## config.mk

```make
export PLATFORM = sky130hd
export DESIGN_NAME = cut_equiv_sequencer
export DESIGN_NICKNAME = d
export VERILOG_FILES = /design/src/rtl/cut_equiv_sequencer.sv
export SDC_FILE = /design/constraint.sdc
export NUM_CORES = 1
export LEC_CHECK = 0
export BUFFER_PORTS_ARGS = -buffer_cell sky130_fd_sc_hd__buf_4
export CAP_MARGIN = 20
export CORE_MARGIN = 1.5
export CORE_UTILIZATION = 53
export CTS_CLUSTER_SIZE = 30
export DETAILED_ROUTE_END_ITERATION = 8
export GPL_TIMING_DRIVEN = 0
export PLACE_DENSITY = 0.84
export SLEW_MARGIN = 20
export SYNTH_ARGS = -nofsm -noshare
export SYNTH_HDL_FRONTEND = slang
export SYNTH_SLANG_ARGS = --single-unit
```

## constraint.sdc

```tcl
create_clock -name clk -period 5.4 [get_ports clk]
set_input_delay 0.27 -clock clk [delete_from_list [all_inputs] [get_ports clk]]
set_output_delay 0.27 -clock clk [all_outputs]
set_load 0.02 [all_outputs]
```

## src/rtl/cut_equiv_sequencer.sv

```systemverilog
// cut_equiv_sequencer
// Sweeps a shared input bus through every vector, holds each vector for a
// programmable settle time, then compares a golden CUT against a CUT under
// test and accumulates mismatch statistics for a host start/done handshake.
module cut_equiv_sequencer #(
    parameter int N_IN   = 5,
    parameter int N_OUT  = 11,
    parameter int SETTLE = 1
) (
    input  logic             clk,
    input  logic             rst,
    input  logic             start,
    input  logic             abort,
    output logic [N_IN-1:0]  cut_x,
    input  logic [N_OUT-1:0] ref_f,
    input  logic [N_OUT-1:0] dut_f,
    output logic             busy,
    output logic             done,
    output logic             equal,
    output logic [N_IN:0]    mismatch_cnt,
    output logic [N_OUT-1:0] diff_mask,
    output logic             fail_valid,
    output logic [N_IN-1:0]  first_fail_vec
);

    // Settle counter needs to reach SETTLE; keep at least one bit so SETTLE=0 is legal.
    localparam int SW = (SETTLE < 1) ? 1 : $clog2(SETTLE + 1);
    localparam logic [SW-1:0]   S_LAST = SW'(SETTLE);
    localparam logic [N_IN-1:0] V_LAST = {N_IN{1'b1}};

    typedef enum logic [1:0] {
        ST_IDLE = 2'd0,
        ST_RUN  = 2'd1,
        ST_DONE = 2'd2
    } state_t;

    state_t            state_q, state_d;
    logic [N_IN-1:0]   v_q, v_d;
    logic [SW-1:0]     s_q, s_d;
    logic              busy_q, busy_d;
    logic              done_q, done_d;
    logic              equal_q, equal_d;
    logic [N_IN:0]     mismatch_cnt_q, mismatch_cnt_d;
    logic [N_OUT-1:0]  diff_mask_q, diff_mask_d;
    logic              fail_valid_q, fail_valid_d;
    logic [N_IN-1:0]   first_fail_vec_q, first_fail_vec_d;
    logic [N_OUT-1:0]  diff;

    // Next-state and statistics update; the CUT outputs are only looked at on the sample cycle.
    always_comb begin
        state_d          = state_q;
        v_d              = v_q;
        s_d              = s_q;
        busy_d           = busy_q;
        done_d           = 1'b0;
        equal_d          = equal_q;
        mismatch_cnt_d   = mismatch_cnt_q;
        diff_mask_d      = diff_mask_q;
        fail_valid_d     = fail_valid_q;
        first_fail_vec_d = first_fail_vec_q;
        diff             = ref_f ^ dut_f;

        case (state_q)
            ST_IDLE: begin
                // start beats a simultaneous abort simply because abort is not looked at here
                if (start) begin
                    state_d          = ST_RUN;
                    v_d              = '0;
                    s_d              = '0;
                    busy_d           = 1'b1;
                    equal_d          = 1'b0;
                    mismatch_cnt_d   = '0;
                    diff_mask_d      = '0;
                    fail_valid_d     = 1'b0;
                    first_fail_vec_d = '0;
                end
            end

            ST_RUN: begin
                if (abort) begin
                    // Abort wins over a coincident sample: partial results are left untouched.
                    state_d = ST_IDLE;
                    busy_d  = 1'b0;
                end else if (s_q != S_LAST) begin
                    s_d = s_q + SW'(1);
                end else begin
                    diff_mask_d = diff_mask_q | diff;
                    if (diff != '0) begin
                        mismatch_cnt_d = mismatch_cnt_q + (N_IN + 1)'(1);
                        if (!fail_valid_q) begin
                            fail_valid_d     = 1'b1;
                            first_fail_vec_d = v_q;
                        end
                    end
                    if (v_q == V_LAST) begin
                        state_d = ST_DONE;
                    end else begin
                        v_d = v_q + N_IN'(1);
                        s_d = '0;
                    end
                end
            end

            ST_DONE: begin
                done_d  = 1'b1;
                busy_d  = 1'b0;
                equal_d = (mismatch_cnt_q == '0);
                state_d = ST_IDLE;
            end

            default: begin
                state_d = ST_IDLE;
                busy_d  = 1'b0;
            end
        endcase
    end

    // State and output registers; reset clears every observable output.
    always_ff @(posedge clk) begin
        if (rst) begin
            state_q          <= ST_IDLE;
            v_q              <= '0;
            s_q              <= '0;
            busy_q           <= 1'b0;
            done_q           <= 1'b0;
            equal_q          <= 1'b0;
            mismatch_cnt_q   <= '0;
            diff_mask_q      <= '0;
            fail_valid_q     <= 1'b0;
            first_fail_vec_q <= '0;
        end else begin
            state_q          <= state_d;
            v_q              <= v_d;
            s_q              <= s_d;
            busy_q           <= busy_d;
            done_q           <= done_d;
            equal_q          <= equal_d;
            mismatch_cnt_q   <= mismatch_cnt_d;
            diff_mask_q      <= diff_mask_d;
            fail_valid_q     <= fail_valid_d;
            first_fail_vec_q <= first_fail_vec_d;
        end
    end

    assign cut_x          = v_q;
    assign busy           = busy_q;
    assign done           = done_q;
    assign equal          = equal_q;
    assign mismatch_cnt   = mismatch_cnt_q;
    assign diff_mask      = diff_mask_q;
    assign fail_valid     = fail_valid_q;
    assign first_fail_vec = first_fail_vec_q;

endmodule

```

==> results by group, run 1 <==
Timing
  • Actual slew at the worst max-slew pin: 516 ps
  • Tcrit/Tclk final: 35.0%
  • Tmin final: 1890 ps
  • Fmax: 529 MHz
  • Final setup fails: 0
  • Max-slew violations: 0
  • Unrepaired setup endpoints after global routing: false
  • Slew HR: 65.6%
  • Final Hold Fails: 0
  • Total negative slack: 0 ps
  • Worst Skew: 3.84 ps

Placement
  • Placer Congestion: 0.770
  • Dpl cell area: 0.00215 mm²
  • Port Buffer Count: 56
  • Hpwl dp: 2.52 mm

Synthesis
  • Simple-Gate Fraction of Synth Area: 27.9%
  • Syn avg cell area: 8.84 µm²
  • Synth Flop Type: dfxtp_1
  • Top-count cell post-synth: nor2_1
  • Syn Nets: 219
  • Dominant cells by area after synthesis: dfxtp_1 41%, nor2_1 10%, xnor2_1 6.3%, o32ai_2 4.9%, nand2b_1 3.7%
  • Post-synth EDFFs: 0
  • Post-synth cell types: 39
  • Post-synth top area share: 40.7%
  • Compound-Gate Fraction of Synth Area: 14.5%
  • Yosys top cell by area: dfxtp_1
  • Synth Instances: 189
  • Mux contribution to synthesized area: 0%
  • Async set-or-reset flop fraction in the synthesized netlist: 0%
  • Synth Area in Adders: 3.00%
  • FF+latch count, synth: 34
  • Seq/Total Area, Yosys: 40.7%
  • Yosys Warn Count: 0
  • Synth Area in XOR/XNOR: 8.31%
  • Cell area after synthesis: 0.00167 mm²
  • Synth top cells by count: 46 x nor2_1, 34 x dfxtp_1, 12 x a21oi_1, 12 x xnor2_1
  • Largest family of logic cells by synthesized area: simple AND/OR/NAND/NOR gates

Job
  • MaxCap Viol Count: 0

Floorplanning
  • Die Ht: 59.1 µm
  • Effective utilization at floorplan: 55.2%
  • IO Count: 57
  • Die X-Extent: 59.1 µm
  • Number of cell rows: 20
  • Core area: 0.00303 mm²
  • Die ar.: 0.00350 mm²

Layout
  • Layout cells sized above 1: 33.6%
  • Area Overhead vs Synth: 32.1%
  • Fill cells: 250
  • Finished Core Util: 72.9%
  • Nets: 282
  • # diodes: 0
  • Final instance area: 0.00221 mm²

Clock network
  • TritonCTS clock tree: yes
  • Number of CTS-inserted buffers: 5
  • PostCTS Resize Cnt: 0
  • Postcts setup bufs: 0
  • Clk_lat worst skew: 330 ps
  • CTS Buffer Depth: 2
  • Root buffer cell: clkbuf_4
  • CTS H-Tree Depth: 2
  • Clock sink count: 34
  • Clk slew on worst S/H paths: 100 ps
  • Hold_buf cts: 0

Worst setup path
  • CP endpoint kind: register
  • Crit-path max FO: 7
  • Critical Path AT: 2120 ps
  • Worst EP required: 5630 ps
  • Setup CP Type: reg -> reg
  • Startpoint Class: register

Route
  • Avg WL per Cell: 11.1 µm
  • M1 wire length: 1.51 mm
  • # DRC: 0
  • Vias: 1467
  • WL met2: 1.46 mm
  • Vias per std cell: 4.94
  • Met3 wire len: 280 µm
  • Initial drt markers: 75
  • Max Used Layer: met4
  • Post-route ant nets: 0
  • Drt first pass iters: 4
  • Final WL: 3.30 mm

Outcome
  • Status: complete, no violations

Global route
  • First-pass GRT wire length: 5.47 mm
  • Number of global-route vias before repair: 1310
  • Initial antenna violation count: 0
  • Aggregate global-route resource usage: 20.7%
  • Remaining global-route overflow: 0
  • Largest net degree at the start of global routing: 11

Pwr
  • Power density over cell area: 231 mW/mm²
  • Final total power: 0.510 mW
  • Maximum VDD drop: 0.000153 V
  • LEAKAGE: 0.910 nW

Worst hold path
  • Hold Crit Class: in -> reg
==> state kept, by name, indices dropped and copies added, names as in the netlist <==
name / cells
busy: 1
done: 1
mismatch_cnt: 6
first_fail_vec: 5
diff_mask: 11
s_q: 1
fail_valid: 1
equal: 1
cut_x: 5
state_q: 2
==> worst max-delay path, stage by stage (launching register included) <==
cell	delay, ps
dfxtp_1	370
ha_1	220
and3_1	180
ha_1	200
nand2b_1	170
a2bb2oi_2	290
nand4_1	150
xor2_1	140
nor2_1	50
==> worst paths after layout <==
path	slack [ps]	end	depth (start not counted)	startpoint
hold / removal	130	state_q[1]	2	abort
setup reg to reg	3510	cut_x[3]	8	cut_x[0]
setup / recovery	3510	cut_x[3]	8	cut_x[0]
hold reg to reg	480	diff_mask[0]	2	diff_mask[0]
==> per-stage QoR <==
step	setup slack [ps]	hold slack (ps)	std cells
after floorplan	3590	347	189
after global placement	3570	453	289
after detailed placement	3550	463	289
after CTS	3530	125	297
after global routing	3320	130	297
final	3510	131	297
==> logic make-up (layout without fill, tap and decap cells) <==
kind of cell	count (synthesis)	after routing
DFF	34	34
AOI/OAI and AO/OA	28	28
xor gates and xnor gates	15	15
adders and majority gates	4	4
buffers and inverters	19	83
and+or+nand+nor	89	89
==> layer usage <==
metal,GRT usage [%],up-vias
met5,0,-
met3,7.86,5
met1,26.3,643
met4,8.77,0
li1,-,759
met2,31.6,60
==> area by class of cell <==
| class | count | area (µm²) | share of cell area, % |
|---|---|---|---|
| Timing Repair Buffer | 56 | 420 | 19.1 |
| Sequential cell | 34 | 681 | 30.9 |
| Inverter | 10 | 37.5 | 1.70 |
| Clock buffer | 7 | 55.1 | 2.50 |
| Tap cell | 44 | 55.1 | 2.50 |
| Buffer | 9 | 55.1 | 2.50 |
| Multi-Input combinational cell | 136 | 897 | 40.7 |
| Clock inverter | 1 | 5.00 | 0.227 |
==> cell usage in the layout, fill, tap and decap left out, types with 3 or more instances in the layout <==
master / count
a21oi_1: 12
buf_4: 57
clkbuf_1: 4
clkbuf_4: 5
dfxtp_1: 34
ha_1: 4
inv_1: 10
nand2_1: 5
nand2b_1: 10
nand3_1: 5
nand4_1: 3
nor2_1: 46
o21ai_1: 4
o32ai_2: 5
or4_1: 3
xnor2_1: 12
==> report_power, final <==
group | internal [mW] | switching, mW | leakage, nW
registers | 0.259 | 0.00630 | 0.276
logic | 0.0474 | 0.0534 | 0.598
clock network | 0.0631 | 0.0810 | 0.0353
Note: power is estimated with default switching activity, not from simulation.
==> run 2: changes to the inputs <==
--- a/config.mk
+++ b/config.mk
@@ -5,14 +5,15 @@
 export SDC_FILE = /design/constraint.sdc
 export NUM_CORES = 1
 export LEC_CHECK = 0
+export ABC_AREA = 1
 export BUFFER_PORTS_ARGS = -buffer_cell sky130_fd_sc_hd__buf_4
 export CAP_MARGIN = 20
 export CORE_MARGIN = 1.5
-export CORE_UTILIZATION = 53
+export CORE_UTILIZATION = 45
 export CTS_CLUSTER_SIZE = 30
 export DETAILED_ROUTE_END_ITERATION = 8
 export GPL_TIMING_DRIVEN = 0
-export PLACE_DENSITY = 0.84
+export PLACE_DENSITY = 0.75
 export SLEW_MARGIN = 20
 export SYNTH_ARGS = -nofsm -noshare
 export SYNTH_HDL_FRONTEND = slang
==> constraint.sdc (replaced) <==
create_clock -name clk -period 1.68 [get_ports clk]
set_input_delay 0.084 -clock clk [delete_from_list [all_inputs] [get_ports clk]]
set_output_delay 0.084 -clock clk [all_outputs]
set_load 0.02 [all_outputs]
==> run 2 against run 1 <==
  * Clock power grew to 4.3 times the previous value
  * Sequential share of layout area decreased by 1.6 points
  * Register-to-register slack worse by 3400 ps
  * Cell area is 6.0% higher
  * Final cell count is 25% higher
  * First-iteration DRC count shrank 12%
  * Clock-buffer cell count is the same
  * Critical path type unchanged
==> results by group, run 2 <==
Outcome
  • Status: complete, no violations

Synthesis
  • Synth top cells by count: 70 x nand2_1, 42 x nor2_1, 37 x inv_1
  • Post-synth cell types: 30
  • Yosys top cell by area: dfxtp_1
  • Dominant cells by area after synthesis: dfxtp_1 39%, nand2_1 15%, nor2_1 9.1%, inv_1 8.0%, nand3_1 5.2%
  • Synth Flop Type: dfxtp_1
  • Top-count cell post-synth: nand2_1
  • Post-synth EDFFs: 0
  • Synth Instances: 260
  • Syn Nets: 290
  • FF+latch count, synth: 34
  • Seq/Total Area, Yosys: 39.2%
  • Cell area after synthesis: 0.00174 mm²
  • Yosys Warn Count: 0
  • Async set-or-reset flop fraction in the synthesized netlist: 0%
  • Post-synth top area share: 39.2%
  • Syn avg cell area: 6.68 µm²

Pwr
  • Int Pwr: 1.35 mW
  • LEAKAGE: 1.19 nW
  • Maximum VDD drop: 0.000599 V
  • P_sw: 0.551 mW
  • Power density over cell area: 813 mW/mm²
  • Clock power frac: 32.6%
  • Sequential power share: 46.7%
  • Switching Fraction: 29.0%
  • Logic pwr share: 20.7%

Layout
  • Most frequent cells in the layout: 69 x nand2_1, 57 x buf_4, 41 x nor2_1, 37 x inv_1, 32 x dfxtp_1
  • Area Overhead vs Synth: 34.7%
  • Layout cells sized above 1: 27.5%
  • Most common cell after layout, fill and taps aside: nand2_1
  • Max reg flops: 11
  • Multi-input gate area: 897 µm²
  • Final Non-Filler Cells: 372
  • # diodes: 0
  • Nets: 353
  • Fill cells: 363
  • Sequential cell area: 683 µm²

Clock network
  • CTS H-Tree Depth: 2
  • Clock sink count: 34
  • Root buffer cell: clkbuf_8
  • TritonCTS clock tree: yes
  • CTS Buffer Depth: 2
  • Number of CTS-inserted buffers: 5
  • Clk_lat worst skew: 290 ps
  • Clk slew on worst S/H paths: 70 ps
  • Hold_buf cts: 0

Route
  • Vias: 1760
  • Max Used Layer: met4
  • Drt first pass iters: 4
  • # DRC: 0
  • Met3 wire len: 205 µm
  • WL met2: 1.78 mm
  • Avg WL per Cell: 10.0 µm
  • Final WL: 3.73 mm
  • M1 wire length: 1.68 mm
  • Vias per std cell: 4.73
  • Initial drt markers: 66
  • Post-route ant nets: 0

Floorplanning
  • Die X-Extent: 65.1 µm
  • Number of cell rows: 22
  • Effective utilization at floorplan: 47.1%
  • IO Count: 57
  • Die ar.: 0.00424 mm²
  • Die Ht: 65.1 µm
  • Core area: 0.00369 mm²

Timing
  • Tcrit/Tclk final: 92.3%
  • Tmin final: 1550 ps
  • Fmax: 645 MHz
  • Actual slew at the worst max-slew pin: 413 ps
  • Final Hold Fails: 0
  • Final setup fails: 0
  • Slew HR: 72.5%
  • Max-slew violations: 0
  • Total negative slack: 0 ps
  • Worst Skew: 10.6 ps

Worst setup path
  • Setup CP Type: reg -> reg
  • Worst EP required: 1870 ps
  • CP endpoint kind: register
  • Startpoint Class: register
  • Crit-path max FO: 5
  • Critical Path AT: 1740 ps

Worst hold path
  • Hold Crit Class: in -> reg

Global route
  • Number of global-route vias before repair: 1554
  • Largest net degree at the start of global routing: 11
  • Remaining global-route overflow: 0
  • Initial antenna violation count: 0
  • First-pass GRT wire length: 6.35 mm
  • Aggregate global-route resource usage: 19.2%

Placement
  • Hpwl dp: 2.85 mm
  • Placer Congestion: 0.793
  • Port Buffer Count: 55
  • DP Cell Count: 363

Job
  • MaxCap Viol Count: 0
run 2: cell count changes after synthesis, moves of 10 or more:
| cell | change |
|---|---|
| nand3_1 | +13 |
| nand2b_1 | -10 |
| xnor2_1 | -12 |
| nand2_1 | +65 |
| o21a_1 | +11 |
| inv_1 | +27 |
run 2: repair_timing:
action / 4_1_cts / 5_1_grt
setup endpoints to repair: 0 / 10
setup buffers: 0 / 1
resized for setup: 0 / 10
run 2: per-layer routing:
layer | up-vias | GRT usage, %
met5 | - | 0
li1 | 929 | -
met4 | 0 | 9.11
met1 | 784 | 22.5
met2 | 41 | 32.6
met3 | 6 | 4.97
run 2: cells by family (layout without fill, tap and decap cells):
kind of cell,Yosys count,count (layout),synth area share [%]
buffers and inverters,48,112,10.6
flip-flops,34,34,39.2
adder cells (fa/ha/maj),4,4,2.88
AO/OA/AOI/OAI,29,29,12.2
AND/OR/NAND/NOR,145,145,35.1
run 2: power by group through the flow:
stage                     sequential, mW  clock (mW)  combinational, mW
after floorplan                    0.950           0              0.191
after global placement             0.904           0              0.385
after detailed placement           0.904           0              0.391
after CTS                          0.887       0.632              0.393
after global routing               0.892       0.675              0.439
final                              0.887       0.620              0.394
run 2: worst max-delay path: stages (launching register included):
cell and delay [ps]:
dfxtp_2 340, ha_1 190, inv_1 100, nor3_2 50
ha_2 190, buf_4 130, a21oi_2 200, nand2_1 90
nor2_1 100, nor2_1 50
run 2: path summary, 6_finish.rpt:
| kind | startpoint | end | slack, ps | depth (start not counted) |
|---|---|---|---|---|
| max reg2reg | cut_x[0] | cut_x[3] | 130 | 9 |
| max | cut_x[0] | cut_x[3] | 130 | 9 |
| min | abort | state_q[0] | 120 | 4 |
| min reg2reg | diff_mask[6] | diff_mask[6] | 470 | 1 |
run 2: stage by stage:
stage	power [mW]	area [µm²]	hold slack, ps	util, %	setup slack (ps)
2_1_floorplan	1.14	1740	292	-	94.1
3_3_place_gp	1.29	2210	425	59.9	61.2
3_5_place_dp	1.29	2210	427	59.9	30.6
4_1_cts	1.91	2300	122	62.4	12.8
5_1_grt	2.01	2340	147	63.4	-7.40
6_report	1.90	2340	125	63.4	129
run 2: cell type report:
type                            instances  share of cell area, %
Clock buffer                            7                   3.69
Multi-Input combinational cell        178                   38.4
Clock inverter                          1                  0.214
Timing Repair Buffer                   56                   18.0
Inverter                               43                   6.90
Sequential cell                        34                   29.2
Buffer                                  5                   1.07
Tap cell                               48                   2.57
